File: config.mk
export PLATFORM = sky130hd
export DESIGN_NAME = axis_pair_arbiter
export DESIGN_NICKNAME = d
export VERILOG_FILES = /design/src/rtl/axis_pair_arbiter.sv
export SDC_FILE = /design/constraint.sdc
export NUM_CORES = 1
export LEC_CHECK = 0
export CAP_MARGIN = 15
export CORE_MARGIN = 4
export CORE_UTILIZATION = 28
export CTS_CLUSTER_SIZE = 24
export DETAILED_ROUTE_END_ITERATION = 12
export MAX_ROUTING_LAYER = met4
export PLACE_DENSITY_LB_ADDON = 0.1
export RECOVER_POWER = 100
export SLEW_MARGIN = 30
export SYNTH_ARGS = -nofsm -noshare
export SYNTH_HDL_FRONTEND = slang
export SYNTH_SLANG_ARGS = --single-unit
export TNS_END_PERCENT = 5
File: constraint.sdc
create_clock -name aclk -period 2.6 [get_ports aclk]
set_input_delay 0.39 -clock aclk [delete_from_list [all_inputs] [get_ports aclk]]
set_output_delay 0.39 -clock aclk [all_outputs]
set_load 0.02 [all_outputs]
File: src/rtl/axis_pair_arbiter.sv
// axis_pair_arbiter
//
// Round-robin AXI-Stream arbiter that puts N requesters onto one W-bit stream
// feeding a W-to-2W upsizer. A grant is held for exactly BEATS accepted beats,
// so every upsized word is built from a single source. The data path is a
// purely combinational mux. The granted index travels with each beat on
// out_tid.
//
// Ports
//   aclk        clock, rising edge
//   aresetn     asynchronous active-low reset
//   in_tdata    N*W   requester data, slice i is [i*W +: W]
//   in_tvalid   N     per-requester valid
//   in_tready   N     per-requester ready, one-hot or zero
//   out_tdata   W     data of the granted requester
//   out_tid     IDW   index of the granted requester
//   out_tlast   1     last beat (BEATS-1) of a grant
//   out_tvalid  1     valid toward the upsizer
//   out_tready  1     ready from the upsizer

module axis_pair_arbiter #(
    parameter int unsigned W     = 40,
    parameter int unsigned N     = 4,
    parameter int unsigned BEATS = 2,
    parameter int unsigned IDW   = (N > 1) ? $clog2(N) : 1
) (
    input  logic               aclk,
    input  logic               aresetn,
    input  logic [N*W-1:0]     in_tdata,
    input  logic [N-1:0]       in_tvalid,
    output logic [N-1:0]       in_tready,
    output logic [W-1:0]       out_tdata,
    output logic [IDW-1:0]     out_tid,
    output logic               out_tlast,
    output logic               out_tvalid,
    input  logic               out_tready
);

    localparam int unsigned    CW       = $clog2(BEATS) + 1;
    localparam logic [CW-1:0]  LastBeat = CW'(BEATS - 1);
    localparam logic [IDW-1:0] LastId   = IDW'(N - 1);

    typedef enum logic [0:0] {
        StIdle,
        StLocked
    } state_e;

    state_e          state_q, state_d;
    logic [IDW-1:0]  grant_q, grant_d;
    logic [IDW-1:0]  ptr_q, ptr_d;
    logic [CW-1:0]   cnt_q, cnt_d;

    logic            locked;
    logic            last_beat;
    logic            hs;
    logic [IDW-1:0]  grant_succ;
    logic [IDW:0]    pick_idle;
    logic [IDW:0]    pick_next;

    // Round-robin pick: first valid requester scanning start, start+1, ...,
    // N-1, 0, ..., start-1. Result is {found, index}. start is always < N, so
    // a single subtraction wraps the scan index back into range.
    function automatic logic [IDW:0] rr_pick(input logic [N-1:0]   req,
                                             input logic [IDW-1:0] start);
        logic [IDW:0] res;
        int unsigned  idx;
        res = '0;
        for (int unsigned k = 0; k < N; k++) begin
            idx = 32'(start) + k;
            if (idx >= N) begin
                idx = idx - N;
            end
            if (!res[IDW] && req[idx]) begin
                res = {1'b1, idx[IDW-1:0]};
            end
        end
        return res;
    endfunction

    assign locked    = (state_q == StLocked);
    assign last_beat = (cnt_q == LastBeat);
    assign hs        = locked & in_tvalid[grant_q] & out_tready;

    // N need not be a power of two, so the successor wraps explicitly.
    assign grant_succ = (grant_q == LastId) ? '0 : grant_q + IDW'(1);

    assign pick_idle = rr_pick(in_tvalid, ptr_q);
    // Scanning from the successor leaves the current owner at lowest priority
    // while its own valid still counts as a request.
    assign pick_next = rr_pick(in_tvalid, grant_succ);

    // Next-state logic
    always_comb begin
        state_d = state_q;
        grant_d = grant_q;
        ptr_d   = ptr_q;
        cnt_d   = cnt_q;

        unique case (state_q)
            StIdle: begin
                if (|in_tvalid) begin
                    state_d = StLocked;
                    grant_d = pick_idle[IDW-1:0];
                    cnt_d   = '0;
                end
            end
            StLocked: begin
                // Lock holds until BEATS beats are accepted, even if the owner
                // drops valid between beats.
                if (hs) begin
                    if (!last_beat) begin
                        cnt_d = cnt_q + CW'(1);
                    end else begin
                        ptr_d = grant_succ;
                        cnt_d = '0;
                        if (pick_next[IDW]) begin
                            grant_d = pick_next[IDW-1:0];
                        end else begin
                            state_d = StIdle;
                        end
                    end
                end
            end
            default: begin
                state_d = StIdle;
            end
        endcase
    end

    // Output mux and ready steering
    always_comb begin
        in_tready  = '0;
        out_tvalid = 1'b0;
        out_tdata  = '0;
        out_tid    = '0;
        out_tlast  = 1'b0;
        if (locked) begin
            out_tvalid         = in_tvalid[grant_q];
            out_tdata          = in_tdata[32'(grant_q) * W +: W];
            out_tid            = grant_q;
            out_tlast          = last_beat;
            in_tready[grant_q] = out_tready;
        end
    end

    always_ff @(posedge aclk or negedge aresetn) begin
        if (!aresetn) begin
            state_q <= StIdle;
            grant_q <= '0;
            ptr_q   <= '0;
            cnt_q   <= '0;
        end else begin
            state_q <= state_d;
            grant_q <= grant_d;
            ptr_q   <= ptr_d;
            cnt_q   <= cnt_d;
        end
    end

endmodule

# After elaboration in Yosys (flattened, before gate mapping)
# Cells that the tools add are included.
# totals
register_bits	7
input_bits	167
output_inout_bits	48
word_cells	123
# op_classes
add_sub_neg	16
mul	1
magnitude_cmp	18
eq_ne	6
n_shift	1
n_mux	56
bitwise	4
n_reduce_logical	17
# op_table
op	count
$lt A32 B3 Y1 const B	8
$mux W32	8
$shiftx A160 B9 Y40	1
$mux W40	1
$sub A3 B3 Y4 const B	6
$mux W3	7
$mux W2	10
$bmux W1 S2	9
$ge A3 B3 Y1 const B	6
$mux W1	16
$add A2 B2 Y3 const B	4
$pmux W2 S2	2
$sub A2 B3 Y4 const B	2
$logic_and A1 B1 Y1	7
$add A2 B1 Y3 const B	2
$ge A2 B3 Y1 const B	2
$logic_not A1 Y1	6
$ne A2 B1 Y1 const B	3
$mul A2 B3 Y5 const B	1
$add A2 B1 Y2 const B	2
$and A4 B4 Y4	1
$mux W4	1
$reduce_and A4 Y1	1
$reduce_or A4 Y1	1
11 further kinds	12

# Longest topological paths before layout
# Gate-level depths: netlist (run 1).
# logic_depth
depth_word	20
mapped_depth	9
mapped_depth_nobuf	7

# Least setup slack after synthesis (run 1)
# Ideal clock, no wire load.
# synth_path
kind	flip-flop to flip-flop
from	reg grant_q[1]
to	reg grant_q[1]
setup_time_ns	0.125
arrival_time_ns	2.022
required_time_ns	2.475
setup_slack_ns	0.453
path_stages_with_launch	10
period_less_slack_ns	2.147
path_cell_list	dfrtp_1 > buf_2 > buf_1 > inv_1 > ha_1 > o21bai_1 > a21oi_1 > o21a_1 > a22oi_1 > mux2_4
# synth_via
elab_chain_cells	20
# synth_lines
element	line	source
start, declared	49	logic [IDW-1:0] grant_q, grant_d;
start signal, assigned	154	grant_q <= grant_d;
$add A2 B1 Y2 or $eq A2 B2 Y1 (tied branches)	85	assign grant_succ = (grant_q == LastId) ? '0 : grant_q + IDW'(1);
$mux W2 *	85	
named net grant_succ[1]	56	logic [IDW-1:0] grant_succ;
branches (longest 13 deep; another with $sub A3 B3 Y4)	-	
$mux W3 *	73	if (!res[IDW] && req[idx]) begin
$mux W2	116	if (pick_next[IDW]) begin
$mux W2	111	if (!last_beat) begin
$mux W2	110	if (hs) begin
$pmux W2 S2	99	unique case (state_q)
# Mark *: on every way through the listed nets, which the timed path passes. The select of a mux whose other input is x is not followed.
# A chain may end at the register's enable or synchronous reset.

# Final worst setup path (run 1)
# layout_path
from	reg grant_q[0]
to	out out_tdata[2]
# layout_via
elab_chain_cells	3
# layout_lines
element	line	source
$mul A2 B3 Y5	139	out_tdata = in_tdata[32'(grant_q) * W +: W];
$shiftx A160 B9 Y40	139	
$mux W40	137	if (locked) begin
end, declared	32	output logic [W-1:0] out_tdata,
# No other way between the ends.

==> results by group, run 1 <==
Synthesis
  – Number of cells produced by synthesis: 172
  – Net count after synthesis: 343
  – Share of the synthesized area in the top cell type: approximately half
  – Cell type with the highest aggregate area in the netlist: sky130_fd_sc_hd__mux4_2
  – Avg Synthesized Cell Area: approximately 11 um^2
  – Yosys warning total: 0
  – Netlist area before placement: 1880 um^2
  – Flip-flop and latch count after synthesis: 7
  – Sequential share of the synthesized area: under 10%
  – Post-synth cell types: 38
  – Dominant cells by area after synthesis: sky130_fd_sc_hd__mux4_2 (49%), sky130_fd_sc_hd__and2_1 (15%), sky130_fd_sc_hd__dfrtp_1 (9.3%)

STA
  – Max frequency: around 400 MHz
  – Worst Clk Skew: between 1 and 1.5 ps
  – Rel. slew slack: about 73%
  – Final min period: ~2500 ps
  – Slew Viols, Final: 0
  – Final Hold Vio Count: 0
  – Count of final setup violators: 0
  – Least-Margin Pin Slew: just over 400 ps
  – RSZ-0062 raised after global routing: true
  – Crit share post-route: between 90% and 100%
  – Setup_tns: 0 ps

Layout
  – Antenna cell count: 0
  – Number of fill cells in the layout: 533
  – Combined area of the multi-input logic cells: approximately 1600 um^2
  – Area added between synthesis and finish: 124%
  – Nets: 559
  – Count of non-filler cells in the finished layout: between 400 and 500
  – Sequential Area: between 150 and 200 um^2
  – Proportion of layout cells with a drive suffix above 1: between 15 and 20%

Outcome
  – Run status: finished, final reports clean

Floorplanning
  – Die height: approximately 90 um
  – Boundary Pins: ~220
  – Total Die Area: approximately 8000 um^2
  – Num rows: 29
  – Starting density of the core: slightly below 30%
  – Core Region: 6420 um^2
  – Die Wd: 90.0 um

Setup path
  – Slowest stage cell on the critical path: sky130_fd_sc_hd__clkdlybuf4s50_1
  – Critical register-to-register path startpoint: grant_q[1]
  – Slack of the worst reg-to-reg path: about 370 ps
  – Start-to-end type of the worst setup path: reg -> out
  – Reg2reg end: grant_q[1]
  – Endpoint type of the worst setup path: primary output
  – Startpoint type of the worst setup path: register
  – Largest fanout of any net on the critical path: 22
  – Worst-case reg-to-reg path depth: 7
  – Endpoint arrival time on the critical path: between 2000 and 2500 ps
  – Slowest stage delay, CP: around 540 ps
  – Critical-path cell list: buf_12 > mux4_2 > and2_1 > clkdlybuf4s50_1
  – CP Data Required Time: ~2200 ps

GRT
  – First-pass GRT wire length: ~15 mm
  – Number of global-route vias before repair: ~2.4k
  – Overall overflow remaining after global route: 0
  – Maximum number of pins on one net before global-route repair: 38
  – Overall track demand over capacity in global routing: 24.0%
  – Antenna violations before repair: 0

Hold path
  – Path type of the worst min-delay path: in -> async

Clock tree
  – Clock Sinks: 7
  – Clock tree from TritonCTS: yes
  – Root cell of the clock tree: sky130_fd_sc_hd__clkbuf_8
  – Quantity of hold-fixing buffers added after cts: 0
  – Clock transition at the register clock pins on the worst setup and hold paths after CTS: about 40 ps
  – H-tree levels: 1
  – Number of buffers added by the clock tree synthesis step: 3
  – Max Root-Sink Buffers: 2
  – Insertion delay to the later sink of the worst-skew pair: approximately 230 ps

Pwr
  – Share of power burned in the clock network: between 4 and 5%
  – Share of power burned in registers: under 10%
  – Switching Share: 42.7%
  – Combinational cell fraction of total power: between 80% and 90%
  – Net switching power: roughly 1.5 mW
  – Pwr dens: 852 nW/um^2
  – VDD IR max: slightly above 0.0006 V
  – Lkg Pwr: 1.71 nW
  – Cell internal pwr: about 2.1 mW

Placement
  – Number of buffer cells added on primary ports: roughly 210
  – Routability Congestion: between 0.8 and 0.9
  – Number of placed cells counting well taps: around 460
  – Hpwl dp: approximately 8.2 mm

Drt
  – Count of unresolved DRC violations after routing: 0
  – Number of iterations in the first detailed-routing pass: 4
  – Total length of routed wires: 9.68 mm
  – Via-to-Cell Ratio: 5.17
  – Overall via count from detail_route: approximately 2.4k
  – Violation count after the first detailed-routing iteration: 67
  – Remaining number of nets flagged by the antenna check after routing: 0
  – Final routed wire length divided by cell count: between 20 and 25 um

Run
  – Max cap viols: 0
sequential cells by signal, indices dropped and copies added (netlist names):
signal	flops
cnt_q	2
grant_q	2
ptr_q	2
locked	1
cell usage in the layout (no fill, tap or decap), drive strengths merged:
master           n
nor2             4
xnor2            1
nor4             1
nand2            7
a31oi            2
nand4b           1
dlygate4sd3      3
o21ai            2
nand3            1
nor2b            2
a22o             1
mux2i            1
or2b             1
nor3             1
and3             4
or3              1
mux4            41
clkbuf           9
mux2             3
o21a             1
nand4            1
o22ai            2
a21boi           1
o31ai            1
o221ai           1
dfrtp            7
and2            44
inv              5
dlymetal6s2s    15
a21oi            7
ha               4
a22oi            2
o311ai           1
buf             15
o21bai           1
clkdlybuf4s50  191
nand2b           2
synthesized netlist by cell type:
cell and number:
sky130_fd_sc_hd__a21oi_1 6, sky130_fd_sc_hd__o311ai_0 1, sky130_fd_sc_hd__nor4_1 1, sky130_fd_sc_hd__nor2b_1 2, sky130_fd_sc_hd__dfrtp_1 7, sky130_fd_sc_hd__a21boi_0 1, sky130_fd_sc_hd__and2_1 44, sky130_fd_sc_hd__nand2_1 7
sky130_fd_sc_hd__o21ai_0 2, sky130_fd_sc_hd__nand2b_1 2, sky130_fd_sc_hd__or2b_1 1, sky130_fd_sc_hd__buf_4 4, sky130_fd_sc_hd__o221ai_1 1, sky130_fd_sc_hd__o22ai_1 2, sky130_fd_sc_hd__mux2i_1 1, sky130_fd_sc_hd__buf_1 1
sky130_fd_sc_hd__a22o_1 1, sky130_fd_sc_hd__nand4_4 1, sky130_fd_sc_hd__clkbuf_1 10, sky130_fd_sc_hd__a21oi_2 1, sky130_fd_sc_hd__mux4_2 41, sky130_fd_sc_hd__mux2_4 1, sky130_fd_sc_hd__o21bai_1 1, sky130_fd_sc_hd__buf_2 3
sky130_fd_sc_hd__nor2_1 4, sky130_fd_sc_hd__ha_1 4, sky130_fd_sc_hd__a22oi_1 2, sky130_fd_sc_hd__nand3_1 1, sky130_fd_sc_hd__mux2_2 2, sky130_fd_sc_hd__o31ai_1 1, sky130_fd_sc_hd__nor3_1 1, sky130_fd_sc_hd__and3_1 4
sky130_fd_sc_hd__or3_1 1, sky130_fd_sc_hd__o21a_1 1, sky130_fd_sc_hd__inv_1 5, sky130_fd_sc_hd__nand4b_1 1, sky130_fd_sc_hd__a31oi_1 2, sky130_fd_sc_hd__xnor2_1 1
metrics by stage:
stage | total power [mW] | area, um^2 | hold WS, ps | utilization, % | setup slack, ps
4_1_cts | 3.74 | 4230 | 428 | 65.9 | 34.0
5_1_grt | 3.84 | 4220 | 509 | 65.8 | -3.01
3_5_place_dp | 3.54 | 4170 | 506 | 65.0 | 122
6_report | 3.60 | 4220 | 497 | 65.8 | 93.5
3_3_place_gp | 3.52 | 4170 | 491 | 65.0 | 113
2_1_floorplan | 2.19 | 1880 | 94.4 | - | 453
area by class of cell:
type	instances	share of cell area [%]
Tap cell	77	2.28
Sequential cell	7	4.21
Multi-Input combinational cell	142	37.6
Inverter	5	0.444
Timing Repair Buffer	229	54.4
Clock buffer	4	1.07
layer usage:
metal	vias to the layer above	part of all wire, %	global-route usage [%]
met1	1180	38	27.8
met4	0	2.1	5.23
met5	-	0	-
li1	1099	-	-
met3	14	6.7	6.26
met2	104	53	41.9
power groups by stage:
| stage | sequential, mW | clock [mW] | combinational (mW) |
|---|---|---|---|
| floorplan | 0.181 | 0 | 2.01 |
| global placement | 0.256 | 0 | 3.26 |
| detailed placement | 0.257 | 0 | 3.29 |
| CTS | 0.245 | 0.158 | 3.33 |
| global route | 0.257 | 0.171 | 3.41 |
| finish | 0.243 | 0.152 | 3.20 |
cells by family (layout without fill, tap and decap cells):
kind of cell	count (synthesis)	after routing	share of synthesized area (%)
flops	7	7	9.31
fa+ha+maj	4	4	2.66
xor+xnor	1	1	0.466
buf+inv	23	238	5.59
simple gates	70	70	22.7
compound gates	22	22	7.71
mux	45	45	51.6
worst max-delay path, delay by kind of cell, from the launching register on:
family | cells | cell delay [ps]
simple gates | 1 | 160
mux | 1 | 510
flops | 1 | 440
buf+inv | 2 | 770
worst max-delay path by stage:
stage	end	depth (start not counted)	slack, ps	start
2_1_floorplan	grant_q[1]	9	450	grant_q[1]
3_3_place_gp	out_tvalid	4	110	in_tvalid[3]
3_5_place_dp	out_tvalid	4	120	in_tvalid[3]
4_1_cts	out_tdata[15]	4	30	grant_q[0]
5_1_grt	out_tdata[37]	4	-3	grant_q[0]
6_report	out_tdata[2]	4	90	grant_q[0]
repair_timing:
action	4_1_cts	5_1_grt
gates resized for setup	0	20
setup buffers	2	0
endpoints found under the setup margin	28	22
Power figures use the tool's default switching activity.
==> run 2, diff against run 1 <==
- GPL_ROUTABILITY_DRIVEN: not set -> 0
- PLACE_DENSITY: not set -> 0.83
- PLACE_DENSITY_LB_ADDON: 0.1 -> not set
==> results by group, run 2 (same netlist as run 1, synthesis figures left out) <==
Layout
  – Number of fill cells in the layout: 495 (was 533)
  – Leading cell type in the layout, fill and taps excluded: sky130_fd_sc_hd__clkdlybuf4s50_1 (unchanged)
  – Final Instance Area: 4190 um^2 (was 4220 um^2)
  – Count of non-filler cells in the finished layout: 462 (was 464)
  – Proportion of layout cells with a drive suffix above 1: 16.1% (was 16.5%)
  – Nets: 557 (was 559)
  – Area added between synthesis and finish: 123% (was 124%)
  – Antenna cell count: 0 (unchanged)
  – Top library cells by usage in the layout, fill and taps aside: sky130_fd_sc_hd__clkdlybuf4s50_1 (205), sky130_fd_sc_hd__mux4_2 (41), sky130_fd_sc_hd__and2_1 (26) (was sky130_fd_sc_hd__clkdlybuf4s50_1 (191), sky130_fd_sc_hd__and2_1 (44), sky130_fd_sc_hd__mux4_2 (41))
  – Post-layout utilization of the core: 65.3% (was 65.8%)
  – Registers with the most flip-flops: cnt_q x2, grant_q x2, ptr_q x2 (unchanged)

Setup path
  – Endpoint type of the worst setup path: primary output (unchanged)
  – Critical Path Start: grant_q[0] (unchanged)
  – Startpoint type of the worst setup path: register (unchanged)
  – Critical register-to-register path startpoint: grant_q[0] (was grant_q[1])
  – CP Data Required Time: 2210 ps (about the same)
  – Largest fanout of any net on the critical path: 16 (was 22)
  – Start-to-end type of the worst setup path: reg -> out (unchanged)
  – Endpoint arrival time on the critical path: 2130 ps (was 2120 ps)
  – Crit path capture: out_tdata[16] (was out_tdata[2])
  – Reg2reg end: grant_q[1] (unchanged)
  – Worst-case reg-to-reg path depth: 7 (unchanged)
  – Slack of the worst reg-to-reg path: 420 ps (was 370 ps)

Drt
  – Remaining number of nets flagged by the antenna check after routing: 0 (unchanged)
  – Violation count after the first detailed-routing iteration: 83 (was 67)
  – Count of unresolved DRC violations after routing: 0 (unchanged)
  – Number of iterations in the first detailed-routing pass: 5 (was 4)
  – Overall via count from detail_route: 2348 (was 2397)
  – Total length of routed wires: 9.65 mm (was 9.68 mm)
  – Via-to-Cell Ratio: 5.08 (was 5.17)
  – Final routed wire length divided by cell count: 20.9 um (about the same)

Floorplanning
  – Core Region: 6420 um^2 (unchanged)
  – Total Die Area: 8100 um^2 (unchanged)
  – Die height: 90.0 um (unchanged)
  – Num rows: 29 (unchanged)
  – Die Wd: 90.0 um (unchanged)
  – Boundary Pins: 215 (unchanged)
  – Starting density of the core: 29.3% (unchanged)

Placement
  – Number of buffer cells added on primary ports: 214 (unchanged)
  – Number of placed cells counting well taps: 458 (unchanged)
  – Instance area after placement: 4170 um^2 (unchanged)
  – Hpwl dp: 8.18 mm (was 8.16 mm)
  – Post-placement worst setup slack: 96.3 ps (was 122 ps)

STA
  – Slew Viols, Final: 0 (unchanged)
  – RSZ-0062 raised after global routing: false (was true)
  – Worst-case hold slack: 495 ps (was 497 ps)
  – Max frequency: 397 MHz (was 399 MHz)
  – Worst Clk Skew: 2.63 ps (was 1.05 ps)
  – Final Hold Vio Count: 0 (unchanged)
  – Rel. slew slack: 61.1% (was 72.9%)
  – Final min period: 2520 ps (was 2510 ps)
  – Least-Margin Pin Slew: 584 ps (was 406 ps)
  – Worst Setup Slack, final: 81.1 ps (was 93.5 ps)
  – Count of final setup violators: 0 (unchanged)
  – Crit share post-route: 96.9% (was 96.4%)
  – Setup_tns: 0 ps (unchanged)

Pwr
  – Overall power after layout: 3.67 mW (was 3.60 mW)
  – Switching Share: 42.6% (was 42.7%)
  – Cell internal pwr: 2.10 mW (was 2.06 mW)
  – Share of power burned in the clock network: 4.1% (was 4.2%)
  – Combinational cell fraction of total power: 90.0% (was 89.0%)
  – Share of power burned in registers: 5.9% (was 6.8%)
  – Lkg Pwr: 1.57 nW (was 1.71 nW)
  – VDD IR max: 0.000713 V (was 0.000610 V)
  – Net switching power: 1.56 mW (was 1.54 mW)
  – Pwr dens: 875 nW/um^2 (was 852 nW/um^2)

GRT
  – First-pass GRT wire length: 14.8 mm (was 14.9 mm)
  – Number of global-route vias before repair: 2438 (was 2401)
  – Antenna violations before repair: 0 (unchanged)
  – Maximum number of pins on one net before global-route repair: 41 (was 38)
  – Overall track demand over capacity in global routing: 23.7% (was 24.0%)
  – Overall overflow remaining after global route: 0 (unchanged)

Clock tree
  – Root cell of the clock tree: sky130_fd_sc_hd__clkbuf_8 (unchanged)
  – Clock transition at the register clock pins on the worst setup and hold paths after CTS: 40 ps (about the same)
  – Clock Sinks: 7 (unchanged)
  – Insertion delay to the later sink of the worst-skew pair: 230 ps (about the same)
  – Buffers inserted during post-CTS setup optimization: 0 (was 2)
  – Clock tree from TritonCTS: yes (unchanged)
  – Number of buffers added by the clock tree synthesis step: 3 (unchanged)
  – Max Root-Sink Buffers: 2 (unchanged)
  – H-tree levels: 1 (unchanged)

Hold path
  – Path type of the worst min-delay path: in -> async (unchanged)

Run
  – Max cap viols: 0 (unchanged)

Outcome
  – Run status: finished, final reports clean (unchanged)
-- run 2: timing repair --
item,CTS,global route
pin swaps,0,0
gates resized for setup,1,2
cloned,0,0
endpoints found under the setup margin,1,9
hold buffers,0,0
-- run 2: how the worst min path moves through the flow --
stage / start / end / slack (ps) / depth (start not counted)
after floorplan: aresetn / cnt_q[0] / 90 / 0
after global placement: cnt_q[1] / cnt_q[1] / 490 / 1
after detailed placement: cnt_q[1] / cnt_q[1] / 500 / 1
after CTS: aresetn / cnt_q[0] / 430 / 1
after global routing: aresetn / cnt_q[0] / 510 / 1
final: aresetn / locked / 500 / 1
-- run 2: area by class of cell --
cell class / count / area, um^2 / area share (%)
inverters: 5 / 18.8 / 0.448
multi-input cells: 142 / 1580 / 37.8
clock buffers: 4 / 45.0 / 1.07
well taps: 77 / 96.3 / 2.30
repair buffers: 227 / 2270 / 54.2
flip-flops and latches: 7 / 178 / 4.24
-- run 2: worst max-delay path: stages, from the launching register on --
cell and delay, ps:
sky130_fd_sc_hd__dfrtp_2 440, sky130_fd_sc_hd__buf_12 200, sky130_fd_sc_hd__mux4_2 510, sky130_fd_sc_hd__and2_1 180, sky130_fd_sc_hd__clkdlybuf4s50_1 580
-- run 2: power by group through the flow --
| stage | logic, mW | clock network [mW] | registers, mW |
|---|---|---|---|
| detailed placement | 3.38 | 0 | 0.217 |
| global placement | 3.33 | 0 | 0.214 |
| CTS | 3.38 | 0.154 | 0.216 |
| global route | 3.50 | 0.163 | 0.225 |
| floorplan | 2.01 | 0 | 0.181 |
| finish | 3.30 | 0.151 | 0.217 |
-- run 2: per-layer routing --
layer | GRT usage, % | vias up | part of all wire, %
met5 | - | - | 0
met4 | 2.81 | 0 | 0.82
met3 | 5.26 | 12 | 6.5
met2 | 43.9 | 101 | 55
met1 | 26.9 | 1138 | 38
li1 | - | 1097 | -
